## src/rtl/seq_pkg.sv

```systemverilog
// Shared types and constants for the 9-bit core's instruction sequencer.
// Instruction layout: ir[0] selects the instruction type, and ir[4:1] holds the opcode.
// classify() reduces an instruction to the handful of cases the sequencer treats differently.
package seq_pkg;

   typedef enum logic [2:0] {
      IDLE  = 3'd0,
      FETCH = 3'd1,
      EXEC  = 3'd2,
      MEM   = 3'd3,
      HALT  = 3'd4
   } state_t;

   typedef enum logic [2:0] {
      CLS_PLAIN  = 3'd0,
      CLS_MEM    = 3'd1,
      CLS_JUMP   = 3'd2,
      CLS_BRANCH = 3'd3,
      CLS_HALT   = 3'd4
   } op_class_t;

   localparam logic [3:0] OP_LOAD  = 4'b0001;
   localparam logic [3:0] OP_STORE = 4'b0010;
   localparam logic [3:0] OP_JUMP  = 4'b1000;
   localparam logic [3:0] OP_BEQ   = 4'b1001;
   localparam logic [3:0] OP_BLT   = 4'b1010;
   localparam logic [3:0] OP_BGT   = 4'b1011;
   localparam logic [3:0] OP_HALT  = 4'b1111;

   localparam logic ITYPE_PUT = 1'b1;

   // Put-type instructions never affect control flow or memory, whatever their opcode field.
   function automatic op_class_t classify(input logic [4:0] ir_lo);
      op_class_t cls;
      cls = CLS_PLAIN;
      if (ir_lo[0] != ITYPE_PUT) begin
         case (ir_lo[4:1])
            OP_LOAD, OP_STORE:      cls = CLS_MEM;
            OP_JUMP:                cls = CLS_JUMP;
            OP_BEQ, OP_BLT, OP_BGT: cls = CLS_BRANCH;
            OP_HALT:                cls = CLS_HALT;
            default:                cls = CLS_PLAIN;
         endcase
      end
      return cls;
   endfunction

endpackage

```

## src/rtl/seq_perf_cnt.sv

```systemverilog
// Cycle and retired-instruction counters for the sequencer.
// Latency: counts update on the clock edge that ends each counted cycle.
// No backpressure: both counters wrap silently at 2**32.
module seq_perf_cnt (
   input  logic        clk,
   input  logic        reset_n,
   input  logic        clr,
   input  logic        busy,
   input  logic        ins_evt,
   output logic [31:0] cyc_cnt,
   output logic [31:0] ins_cnt
);

   // Both counters clear on reset or on an accepted start; otherwise they count qualifying cycles.
   always_ff @(posedge clk) begin
      if (!reset_n || clr) begin
         cyc_cnt <= '0;
         ins_cnt <= '0;
      end else begin
         if (busy)    cyc_cnt <= cyc_cnt + 32'd1;
         if (ins_evt) ins_cnt <= ins_cnt + 32'd1;
      end
   end

endmodule

```

## src/rtl/instr_sequencer.sv

```systemverilog
// Fetch/execute sequencer: it owns the PC and the IR, gates decoder commits, and resolves jumps, branches and HALT.
// Latency: a plain, jump or branch instruction takes 2 cycles; a load or store takes 3+N cycles for an ack N cycles after mem_req rises.
// Backpressure: the core holds in MEM with mem_req high until mem_ack arrives; INSTR_SEQUENCER_PERF_EN builds the counters.
module instr_sequencer
   import seq_pkg::*;
#(
   parameter int              PC_W     = 10,
   parameter logic [PC_W-1:0] START_PC = '0
) (
   input  logic            clk,
   input  logic            reset_n,
   input  logic            start,
   input  logic [8:0]      rom_data,
   input  logic            alu_cond,
   input  logic [PC_W-1:0] branch_target,
   input  logic            mem_ack,
   output logic [PC_W-1:0] rom_addr,
   output logic [8:0]      ir,
   output logic            commit,
   output logic            mem_req,
   output logic            busy,
   output logic            done,
   output logic [31:0]     cyc_cnt,
   output logic [31:0]     ins_cnt
);

   state_t          state, state_nxt;
   logic [PC_W-1:0] pc, pc_nxt;
   logic [8:0]      ir_q, ir_nxt;
   logic            mem_req_q, mem_req_nxt;
   logic            commit_c;
   op_class_t       cls;
   logic [PC_W-1:0] pc_inc;

   assign cls    = classify(ir_q[4:0]);
   assign pc_inc = pc + PC_W'(1);

   // State, PC, IR and memory-request registers. Reset drops any outstanding request immediately.
   always_ff @(posedge clk) begin
      if (!reset_n) begin
         state     <= IDLE;
         pc        <= START_PC;
         ir_q      <= '0;
         mem_req_q <= 1'b0;
      end else begin
         state     <= state_nxt;
         pc        <= pc_nxt;
         ir_q      <= ir_nxt;
         mem_req_q <= mem_req_nxt;
      end
   end

   // Next-state logic and the commit strobe. Commit only occurs in EXEC or on the ack cycle, and both are followed by FETCH.
   always_comb begin
      state_nxt   = state;
      pc_nxt      = pc;
      ir_nxt      = ir_q;
      mem_req_nxt = mem_req_q;
      commit_c    = 1'b0;
      case (state)
         IDLE: begin
            if (start) begin
               state_nxt = FETCH;
               pc_nxt    = START_PC;
            end
         end
         FETCH: begin
            ir_nxt    = rom_data;
            state_nxt = EXEC;
         end
         EXEC: begin
            case (cls)
               CLS_JUMP: begin
                  commit_c  = 1'b1;
                  pc_nxt    = branch_target;
                  state_nxt = FETCH;
               end
               CLS_BRANCH: begin
                  commit_c  = 1'b1;
                  pc_nxt    = alu_cond ? branch_target : pc_inc;
                  state_nxt = FETCH;
               end
               CLS_MEM: begin
                  mem_req_nxt = 1'b1;
                  state_nxt   = MEM;
               end
               CLS_HALT: begin
                  state_nxt = HALT;
               end
               default: begin
                  commit_c  = 1'b1;
                  pc_nxt    = pc_inc;
                  state_nxt = FETCH;
               end
            endcase
         end
         MEM: begin
            if (mem_ack) begin
               commit_c    = 1'b1;
               mem_req_nxt = 1'b0;
               pc_nxt      = pc_inc;
               state_nxt   = FETCH;
            end
         end
         HALT: begin
            if (start) begin
               state_nxt = FETCH;
               pc_nxt    = START_PC;
            end
         end
         default: begin
            state_nxt   = IDLE;
            mem_req_nxt = 1'b0;
         end
      endcase
   end

   assign rom_addr = pc;
   assign ir       = ir_q;
   assign commit   = commit_c;
   assign mem_req  = mem_req_q;
   assign busy     = (state == FETCH) || (state == EXEC) || (state == MEM);
   assign done     = (state == HALT);

`ifdef INSTR_SEQUENCER_PERF_EN
   logic clr;
   logic ins_evt;

   // HALT retires without a commit, so the EXEC->HALT step is counted explicitly.
   assign clr     = start && ((state == IDLE) || (state == HALT));
   assign ins_evt = commit_c || ((state == EXEC) && (cls == CLS_HALT));

   seq_perf_cnt u_perf (
      .clk     (clk),
      .reset_n (reset_n),
      .clr     (clr),
      .busy    (busy),
      .ins_evt (ins_evt),
      .cyc_cnt (cyc_cnt),
      .ins_cnt (ins_cnt)
   );
`else
   assign cyc_cnt = '0;
   assign ins_cnt = '0;
`endif

endmodule

```

## config.mk

```make
export PLATFORM = sky130hd
export DESIGN_NAME = instr_sequencer
export DESIGN_NICKNAME = d
export VERILOG_FILES = /design/src/rtl/seq_pkg.sv /design/src/rtl/seq_perf_cnt.sv /design/src/rtl/instr_sequencer.sv
export SDC_FILE = /design/constraint.sdc
export NUM_CORES = 1
export LEC_CHECK = 0
export CAP_MARGIN = 20
export CORE_UTILIZATION = 36
export DETAILED_ROUTE_END_ITERATION = 8
export HOLD_SLACK_MARGIN = 0.06
export PLACE_DENSITY_LB_ADDON = 0.15
export SYNTH_ARGS = -nofsm -noshare
export SYNTH_HDL_FRONTEND = slang
export SYNTH_SLANG_ARGS = --single-unit
```

## constraint.sdc

```tcl
create_clock -name clk -period 2.4 [get_ports clk]
set_clock_uncertainty 0.05 [all_clocks]
set_input_delay 0.48 -clock clk [delete_from_list [all_inputs] [get_ports clk]]
set_output_delay 0.48 -clock clk [all_outputs]
set_load 0.05 [all_outputs]
```

==> out/metrics.yaml <==
sta:
  postLayoutSetupSlackWorst_ns: 0.224
  period_needed_ns: 2.18
  period_share: 0.906
  setup_viol_count_final: 0
  rsz0062_at_grt: "false"
  finalHoldViolCount: 0
  tightest_slew_ns: 0.502
  relSlewSlack: 0.664
  max_freq_ghz: 0.460
  maxSlewViolCount: 0
  finalSetupTns_ns: 0
grt:
  grt_pass1_wl_um: 6140
  grt-ovfl-total: 0
  grt_max_degree: 15
  track_usage: 0.148
  grt_antenna_before_repair: 0
  grt_pass1_vias: 1207
routing:
  post_drt_wl_per_cell_um: 11.1
  dr.first_iter.drc_count: 102
  num_vias: 1447
  antenna_left: 0
  drt-pass1-iter-count: 4
  vias_per_cell: 4.43
  drc: 0
  totalWireLength_um: 3640
critical_path:
  crit_required_ns: 1.87
  r2r_cells: 5
  cp_slowest_cell: "clkdlybuf4s50_1"
  crit_path_max_fanout: 7
  r2r_slack_ns: 0.54
  crit_type: "reg2out"
  cpPeakStageDelay_ns: 0.87
  crit_chain: "clkdlybuf4s50_1"
  crit_family: "buffers and inverters"
  cp.arrival_ns: 1.65
  crit_buf_inv: 1
  cp-end-kind: "output pin"
  cp-start-kind: "register"
  rr_startpoint: "state[0]"
  rr_endpoint: "rom_addr[9]"
floorplan:
  core_um2: 4790
  start_util: 0.377
  fp.dieArea_um2: 5300
  rows: 25
  ioPinCount: 111
  die_h_um: 72.8
  die_w_um: 72.8
synthesis:
  syn_area_per_cell_um2: 8.35
  netlist_area_um2: 1800
  synth_edf_count: 0
  synth_commonest_cells: "65 x buf_4, 23 x dfxtp_1, 22 x nor2_1"
  yosysSeqAreaShare: 0.255
  synthArstFlopShare: 0
  synth.most_common_cell: "buf_4"
  synth_top_area_share: 0.270
  synthFlopType: "dfxtp_1"
  synth_cells: 216
  yosysTopAreaCell: "buf_4"
  synth.area.top_cells: "buf_4 27%, dfxtp_1 26%, mux2i_1 6.1%"
  synth_cell_types: 49
  yosys_warnings: 0
  ys_ff_latch: 23
finish:
  syn2layout_area_growth_pct: 19.0
  fin_util: 0.449
  antenna_cells: 0
  nets: 286
  drive_above_1_share: 0.0654
  finish.instance_area_um2: 2150
clock_network:
  cts_max_level: 1
  cts_buffers: 3
  cts_max_path_buffers: 2
  cts_resized: 0
  cts_tree: "done"
  insertion_delay_ns: 0.27
  cts_setup_buffers: 0
  clk_pin_slew_ns: 0.09
  hold_buffers: 0
  clock-root-buffer: "clkbuf_8"
  numClockSinks: 23
min_path:
  holdCritStartpoint: "ir[5]"
  hold_path_depth: 2
  worstHoldEndpoint: "ir[5]"
  hp-class: "reg2reg"
place:
  portBuffers: 46
  hpwl_um: 2820
  dp_slack_ns: 0.216
  placed_area_um2: 2100
  gp_congestion: 0.819
power:
  p_clk_frac: 0.207
  combPwrFrac: 0.439
  p_seq_frac: 0.354
  switching_share: 0.461
  ir_worst_vdd_mv: 0.275
  leakage_nw: 0.935
  cellInternalPower_mw: 0.660
  p_switching_mw: 0.564
  power_density_nw_per_um2: 570
  totalPowerFinal_mw: 1.22
job:
  drv_cap: 0
run_status:
  outcome: "completed"
worst max path at each step:
| stage | cells after the start | to | start |
|---|---|---|---|
| 6_report | 1 | ir[4] | ir[4] |
| 4_1_cts | 1 | ir[4] | ir[4] |
| 5_1_grt | 3 | busy | state[0] |
| 3_3_place_gp | 5 | commit | mem_ack |
| 3_5_place_dp | 6 | rom_addr[9] | mem_ack |
| 2_1_floorplan | 4 | commit | ir[2] |
cell type report:
| class | count | area (um2) |
|---|---|---|
| clock buffer | 3 | 41.3 |
| clock inverter | 1 | 5.00 |
| fill | 509 | 2640 |
| inverter | 5 | 18.8 |
| multi-input combinational | 180 | 1040 |
| sequential | 23 | 460 |
| tap | 67 | 83.8 |
| timing repair buffer | 48 | 493 |
power by group through the flow:
stage,clock network (mW),registers (mW),logic [mW]
floorplan,0,0.497,0.448
CTS,0.264,0.433,0.538
detailed placement,0,0.442,0.537
global placement,0,0.443,0.535
global route,0.280,0.440,0.571
finish,0.254,0.433,0.537
placed cells by master (no fill, tap or decap), types with 2 or more instances in the layout:
cell | synthesis | routed
a21o_1 | 2 | 2
a21oi_1 | 9 | 9
a22oi_1 | 3 | 3
a31oi_1 | 4 | 3
and3b_1 | 2 | 2
buf_12 | 0 | 2
buf_4 | 65 | 3
clkbuf_8 | 0 | 3
clkdlybuf4s50_1 | 0 | 43
conb_1 | 1 | 64
dfxtp_1 | 23 | 23
inv_1 | 5 | 5
mux2i_1 | 11 | 11
nand2_1 | 8 | 8
nand2b_1 | 2 | 2
nand3_1 | 6 | 6
nand4_1 | 2 | 2
nor2_1 | 22 | 22
nor3_1 | 7 | 7
o21ai_0 | 5 | 5
o2bb2ai_1 | 2 | 2
o32ai_1 | 3 | 3
xor2_1 | 2 | 2
cell families after synthesis:
kind of cell,synth area share
flip-flops,0.255
AND/OR/NAND/NOR,0.158
adder cells (fa/ha/maj),0.00693
other,0.00208
XOR/XNOR,0.0146
buffers and inverters,0.300
AO/OA/AOI/OAI,0.196
multiplexers,0.0673
sequential cells by signal (all words and copies together) (netlist names):
signal,cells
ir,9
mem_req,1
rom_addr,10
state,3
metrics by stage:
stage / cells / hold slack, ns
2_1_floorplan: 279 / 0.469
3_5_place_dp: 323 / 0.437
3_3_place_gp: 323 / 0.426
6_report: 327 / 0.448
4_1_cts: 327 / 0.459
5_1_grt: 327 / 0.491
per-layer routing:
metal | share of wire | up-vias | track usage
met5 | 0 | - | 0
met4 | 0.0093 | 0 | 0.0392
met3 | 0.066 | 2 | 0.0345
met2 | 0.45 | 70 | 0.229
met1 | 0.47 | 658 | 0.206
li1 | - | 717 | -
No activity file was read; power rests on OpenSTA's default activity.
